[src/rtl/xnor3_bist.sv]
`default_nettype none
// ============================================================================
// Module   : xnor3_bist
// Purpose  : Built-in self-test controller for a 3-input XNOR stage. It
//            steps {a,b,c} through all eight input combinations, checks the
//            returned y against ~(a^b^c), counts mismatches in a saturating
//            counter and records the first failing vector.
// Ports    : clk_i        rising-edge clock
//            reset_n_i    asynchronous active-low reset
//            start_i      run request, honoured only in IDLE or DONE
//            a_o/b_o/c_o  registered stimulus, {a,b,c} = current vector
//            y_i          XNOR stage output (combinational from a/b/c)
//            busy_o       high while the sweep is running
//            done_o       high once the run has finished
//            pass_o       high in DONE when no mismatch was seen
//            err_cnt_o    saturating mismatch count of the current run
//            fail_valid_o high once any mismatch has been seen this run
//            fail_vec_o   vector of the first mismatch, 0 if none
// Revision : 1.0  initial release
// ============================================================================
module xnor3_bist #(
  parameter int HOLD_CYCLES = 1,
  parameter int PASSES      = 1,
  parameter int ERR_W       = 4
) (
  input  logic             clk_i,
  input  logic             reset_n_i,
  input  logic             start_i,
  output logic             a_o,
  output logic             b_o,
  output logic             c_o,
  input  logic             y_i,
  output logic             busy_o,
  output logic             done_o,
  output logic             pass_o,
  output logic [ERR_W-1:0] err_cnt_o,
  output logic             fail_valid_o,
  output logic [2:0]       fail_vec_o
);

  // Counters are sized for their terminal value; a width of at least one bit
  // keeps the degenerate HOLD_CYCLES=1 / PASSES=1 cases legal.
  localparam int HOLD_W = (HOLD_CYCLES > 1) ? $clog2(HOLD_CYCLES) : 1;
  localparam int PASS_W = (PASSES > 1) ? $clog2(PASSES) : 1;

  localparam logic [HOLD_W-1:0] C_HOLD_LAST = HOLD_W'(HOLD_CYCLES - 1);
  localparam logic [PASS_W-1:0] C_PASS_LAST = PASS_W'(PASSES - 1);
  localparam logic [ERR_W-1:0]  C_ERR_MAX   = {ERR_W{1'b1}};
  localparam logic [2:0]        C_VEC_LAST  = 3'd7;

  localparam logic [1:0] S_IDLE  = 2'd0;
  localparam logic [1:0] S_DRIVE = 2'd1;
  localparam logic [1:0] S_DONE  = 2'd2;

  logic [1:0]        state_q,      state_d;
  logic [2:0]        vec_q,        vec_d;
  logic [HOLD_W-1:0] hold_q,       hold_d;
  logic [PASS_W-1:0] pass_cnt_q,   pass_cnt_d;
  logic [ERR_W-1:0]  err_q,        err_d;
  logic              fail_valid_q, fail_valid_d;
  logic [2:0]        fail_vec_q,   fail_vec_d;
  logic [2:0]        abc_q,        abc_d;

  logic              w_sample;
  logic              w_mismatch;

  // y is compared on the last hold cycle of a vector, so the stage has had
  // at least one full clock period to settle after a/b/c changed.
  assign w_sample   = (state_q == S_DRIVE) && (hold_q == C_HOLD_LAST);
  assign w_mismatch = (y_i != ~(^vec_q));

  // --------------------------------------------------------------------------
  // State register
  // --------------------------------------------------------------------------
  always_ff @(posedge clk_i or negedge reset_n_i) begin
    if (!reset_n_i) begin
      state_q      <= S_IDLE;
      vec_q        <= 3'd0;
      hold_q       <= '0;
      pass_cnt_q   <= '0;
      err_q        <= '0;
      fail_valid_q <= 1'b0;
      fail_vec_q   <= 3'd0;
      abc_q        <= 3'd0;
    end else begin
      state_q      <= state_d;
      vec_q        <= vec_d;
      hold_q       <= hold_d;
      pass_cnt_q   <= pass_cnt_d;
      err_q        <= err_d;
      fail_valid_q <= fail_valid_d;
      fail_vec_q   <= fail_vec_d;
      abc_q        <= abc_d;
    end
  end

  // --------------------------------------------------------------------------
  // Next-state logic
  // --------------------------------------------------------------------------
  always_comb begin
    state_d      = state_q;
    vec_d        = vec_q;
    hold_d       = hold_q;
    pass_cnt_d   = pass_cnt_q;
    err_d        = err_q;
    fail_valid_d = fail_valid_q;
    fail_vec_d   = fail_vec_q;
    abc_d        = abc_q;

    case (state_q)
      S_IDLE, S_DONE: begin
        // Results stay visible in DONE until the next run clears them.
        if (start_i) begin
          state_d      = S_DRIVE;
          vec_d        = 3'd0;
          hold_d       = '0;
          pass_cnt_d   = '0;
          err_d        = '0;
          fail_valid_d = 1'b0;
          fail_vec_d   = 3'd0;
          abc_d        = 3'd0;
        end
      end

      S_DRIVE: begin
        if (!w_sample) begin
          hold_d = hold_q + HOLD_W'(1);
        end else begin
          hold_d = '0;
          if (w_mismatch) begin
            if (err_q != C_ERR_MAX) begin
              err_d = err_q + ERR_W'(1);
            end
            // Only the first failing vector of the whole run is kept; later
            // sweeps still count their errors.
            if (!fail_valid_q) begin
              fail_valid_d = 1'b1;
              fail_vec_d   = vec_q;
            end
          end

          if (vec_q != C_VEC_LAST) begin
            vec_d = vec_q + 3'd1;
            abc_d = vec_q + 3'd1;
          end else if (pass_cnt_q != C_PASS_LAST) begin
            vec_d      = 3'd0;
            abc_d      = 3'd0;
            pass_cnt_d = pass_cnt_q + PASS_W'(1);
          end else begin
            state_d = S_DONE;
            vec_d   = 3'd0;
            abc_d   = 3'd0;
          end
        end
      end

      default: begin
        state_d = S_IDLE;
        abc_d   = 3'd0;
      end
    endcase
  end

  // --------------------------------------------------------------------------
  // Outputs
  // --------------------------------------------------------------------------
  always_comb begin
    a_o          = abc_q[2];
    b_o          = abc_q[1];
    c_o          = abc_q[0];
    busy_o       = (state_q == S_DRIVE);
    done_o       = (state_q == S_DONE);
    pass_o       = (state_q == S_DONE) && (err_q == '0);
    err_cnt_o    = err_q;
    fail_valid_o = fail_valid_q;
    fail_vec_o   = fail_vec_q;
  end

endmodule
`default_nettype wire

[config.mk]
export PLATFORM = sky130hd
export DESIGN_NAME = xnor3_bist
export DESIGN_NICKNAME = d
export VERILOG_FILES = /design/src/rtl/xnor3_bist.sv
export SDC_FILE = /design/constraint.sdc
export NUM_CORES = 1
export LEC_CHECK = 0
export CAP_MARGIN = 10
export CORE_MARGIN = 2
export CORE_UTILIZATION = 52
export DETAILED_ROUTE_END_ITERATION = 7
export PLACE_DENSITY = 0.81
export SETUP_SLACK_MARGIN = 0.4
export SLEW_MARGIN = 20
export SYNTH_ARGS = -nofsm -noshare
export SYNTH_HDL_FRONTEND = slang
export SYNTH_SLANG_ARGS = --single-unit
[constraint.sdc]
create_clock -name clk_i -period 3.7 [get_ports clk_i]
set_input_delay 0.925 -clock clk_i [delete_from_list [all_inputs] [get_ports clk_i]]
set_output_delay 0.925 -clock clk_i [all_outputs]
set_load 0.02 [all_outputs]
==> results.md <==
| Result | Value | Unit |
|:---|:---|:---|
| Critical path endpoint category | output port | - |
| Worst Clk Skew | 0.00969 | ns |
| Critical R2R Launch | vec_q[0] | - |
| Drt pass-1 iters | 5 | - |
| Hpwl dp | 1290 | um |
| GRT Overall Usage | 0.198 | - |
| Total nets after synthesis | 85 | - |
| Fraction of final layout cells sized beyond drive strength 1 | 0.112 | - |
| Filler cell count | 122 | - |
| Routed vias/inst | 6.08 | - |
| Root cell of the clock tree | sky130_fd_sc_hd__clkbuf_4 | - |
| DIE AREA | 0.00203 | mm^2 |
| Total global routing overflow | 0 | - |
| Worst-case register-to-register setup slack | 1.90 | ns |
| First-pass GRT wire length | 2930 | um |
| Average wire per standard cell | 15.0 | um |
| Unrepaired setup endpoints after global routing | false | - |
| CTS Hold Bufs | 0 | - |
| Number of antenna violations at the first check in global routing | 0 | - |
| Post-synthesis cell area | 875 | um^2 |
| Number of synthesis warnings | 0 | - |
| Setup fix buffers added after clock tree synthesis | 0 | - |
| Net count, final | 107 | - |
| Via count | 693 | - |
| CTS sink count | 17 | - |
| Top library cells by usage in the layout, fill and taps aside | 17 x sky130_fd_sc_hd__dfrtp_1, 17 x sky130_fd_sc_hd__clkdlybuf4s50_1, 6 x sky130_fd_sc_hd__nand2_1, 5 x sky130_fd_sc_hd__nor2_1, 5 x sky130_fd_sc_hd__a22o_1 | - |
| Static leakage | 0.523 | nW |
| Max-slew violation count | 0 | - |
| Final cycle utilization of the critical path | 0.761 | - |
| Highest attainable clock frequency | 355 | MHz |
| Sequential element share of the synthesized area | 0.486 | - |
| Worst endpoint required time | 2.77 | ns |
| Critical path fanouts, max | 8 | - |
| Worst endpoint data arrival time | 1.89 | ns |
| Max-capacitance violation count | 0 | - |
| Total number of placement rows | 14 | - |
| Boundary Pins | 18 | - |
| Synthesis-to-layout area growth | 24.8 | % |
| Maximum root-to-sink buffer count | 2 | - |
| Launching element of the worst setup path | state_q[0] | - |
| Largest net degree at the start of global routing | 18 | - |
| Last weighted congestion value of the routability-driven placer | 0.795 | - |
| Post-route cell area | 0.00109 | mm^2 |
| Number of H-tree levels | 1 | - |
| Cell count of the worst reg-to-reg path | 5 | - |
| Total power density per cell area | 950 | mW/mm^2 |
| Initial cell density of the core | 0.567 | - |
| Number of failing setup endpoints in the final timing report | 0 | - |
| Post-route minimum period | 2.82 | ns |
| Total inserted antenna cells | 0 | - |
| Clock-pin slew reported for the worst setup and hold paths after clock tree synthesis | 0.10 | ns |
| Hold violation count in the final report | 0 | - |
| Type of the worst min-delay path | reg -> reg | - |
| Placeable core area | 0.00154 | mm^2 |
| TritonCTS clock tree | built | - |
| Final WL | 1710 | um |
| Worst-margin pin slew | 0.739 | ns |
| Terminus of the critical flop-to-flop path | err_cnt_o[1] | - |
| CTS-repair resized insts | 0 | - |
| Number of flip-flops and latches in the synthesized netlist | 17 | - |
| Number of design-rule violations left by the first detailed-router iteration | 18 | - |
| Syn Inst Count | 77 | - |
| Clock latency on the worst-skew pair | 0.30 | ns |
| Category of the most critical setup path | reg -> out | - |
| Result of the run | complete, no violations | - |
| Syn Area/Cell | 11.4 | um^2 |
| Startpoint type of the worst setup path | flip-flop | - |
| Critical path endpoint | pass_o | - |
| Final-layout setup total negative slack | 0 | ns |
| Worst-case headroom to the max-slew limit | 0.506 | - |
| Number of global-route vias before repair | 649 | - |
| Cts bufs inserted | 3 | - |
| Placement Cell Area | 0.00106 | mm^2 |
| Remaining antenna violation count after routing | 0 | - |
| Remaining design rule violation count | 0 | - |
| Die span in x | 45.0 | um |
| Max IR drop VDD | 0.466 | mV |
| Number of buffers added on ports | 17 | - |
| Overall die height | 45.0 | um |
| Number of different library cells in the post-synthesis netlist | 30 | - |
==> area by class of cell <==
| class | count | area [um^2] | share of cell area |
|---|---|---|---|
| Sequential cell | 17 | 425 | 0.390 |
| Multi-Input combinational cell | 56 | 434 | 0.398 |
| Inverter | 4 | 15.0 | 0.0138 |
| Timing Repair Buffer | 17 | 170 | 0.156 |
| Tap cell | 16 | 20.0 | 0.0183 |
| Clock buffer | 4 | 26.3 | 0.0241 |
==> Yosys cell counts (all sizes together) <==
cell type / n / area, um^2
a21bo: 1 / 10.0
a21boi: 1 / 7.51
a21o: 3 / 22.5
a21oi: 2 / 10.0
a22o: 5 / 43.8
a311oi: 1 / 8.76
a31oi: 2 / 18.8
a32o: 1 / 10.0
and3: 1 / 6.26
and3b: 1 / 8.76
dfrtp: 17 / 425
ha: 4 / 50.1
inv: 4 / 15.0
mux2: 1 / 11.3
nand2: 6 / 22.5
nand2b: 3 / 18.8
nand3: 3 / 15.0
nor2: 6 / 25.0
nor2b: 2 / 12.5
nor3: 1 / 5.00
nor3b: 1 / 12.5
nor4: 1 / 12.5
nor4b: 2 / 17.5
o21ai: 6 / 37.5
xnor3: 1 / 22.5
xor3: 1 / 25.0
==> critical path, stage by stage, from the launching register on <==
cell                              delay [ns]
sky130_fd_sc_hd__dfrtp_1                0.46
sky130_fd_sc_hd__nand2b_1               0.21
sky130_fd_sc_hd__nor4b_1                0.27
sky130_fd_sc_hd__clkdlybuf4s50_1        0.66
==> state kept, by name, indices dropped and copies added, names as in the netlist <==
| register | count |
|---|---|
| abc_q | 3 |
| err_cnt_o | 4 |
| fail_valid_o | 1 |
| fail_vec_o | 3 |
| hold_q | 1 |
| state_q | 2 |
| vec_q | 3 |
==> kinds of logic (layout without fill, tap and decap cells) <==
group,Yosys count,count (layout),synth area share
fa+ha+maj,4,4,0.0572
xor+xnor,2,2,0.0544
buf+inv,4,25,0.0172
mux,1,1,0.0129
compound gates,22,22,0.193
flops,17,17,0.486
simple gates,27,27,0.179
==> metal layers <==
layer,track usage,vias up,share of wire
li1,-,329,-
met1,0.292,340,0.48
met2,0.291,21,0.46
met3,0.0360,3,0.043
met4,0.0706,0,0.013
met5,0,-,0
==> how the worst min path moves through the flow <==
stage | startpoint | endpoint | slack (ns) | depth (start not counted)
finish | abc_q[2] | abc_q[2] | 0.49 | 2
global route | fail_vec_o[2] | fail_vec_o[2] | 0.53 | 1
CTS | abc_q[2] | abc_q[2] | 0.49 | 2
detailed placement | abc_q[2] | abc_q[2] | 0.47 | 2
global placement | abc_q[2] | abc_q[2] | 0.46 | 2
floorplan | vec_q[1] | vec_q[1] | 0.48 | 1
==> power by group <==
part	switching, mW	internal [mW]	total, mW
clock network	0.0587	0.0420	0.101
logic	0.306	0.293	0.600
registers	0.0770	0.259	0.336
total	0.442	0.594	1.04
==> metrics by stage <==
step	utilization	std cells	total power [mW]	hold WS [ns]	worst slack [ns]
after CTS	0.708	114	1.04	0.494	0.863
final	0.708	114	1.04	0.490	0.883
after global routing	0.708	114	1.12	0.529	0.801
after global placement	0.691	110	0.920	0.459	1.23
after detailed placement	0.691	110	0.943	0.469	1.17
after floorplan	-	77	0.747	0.476	1.36
(Power assumes the default switching activity.)
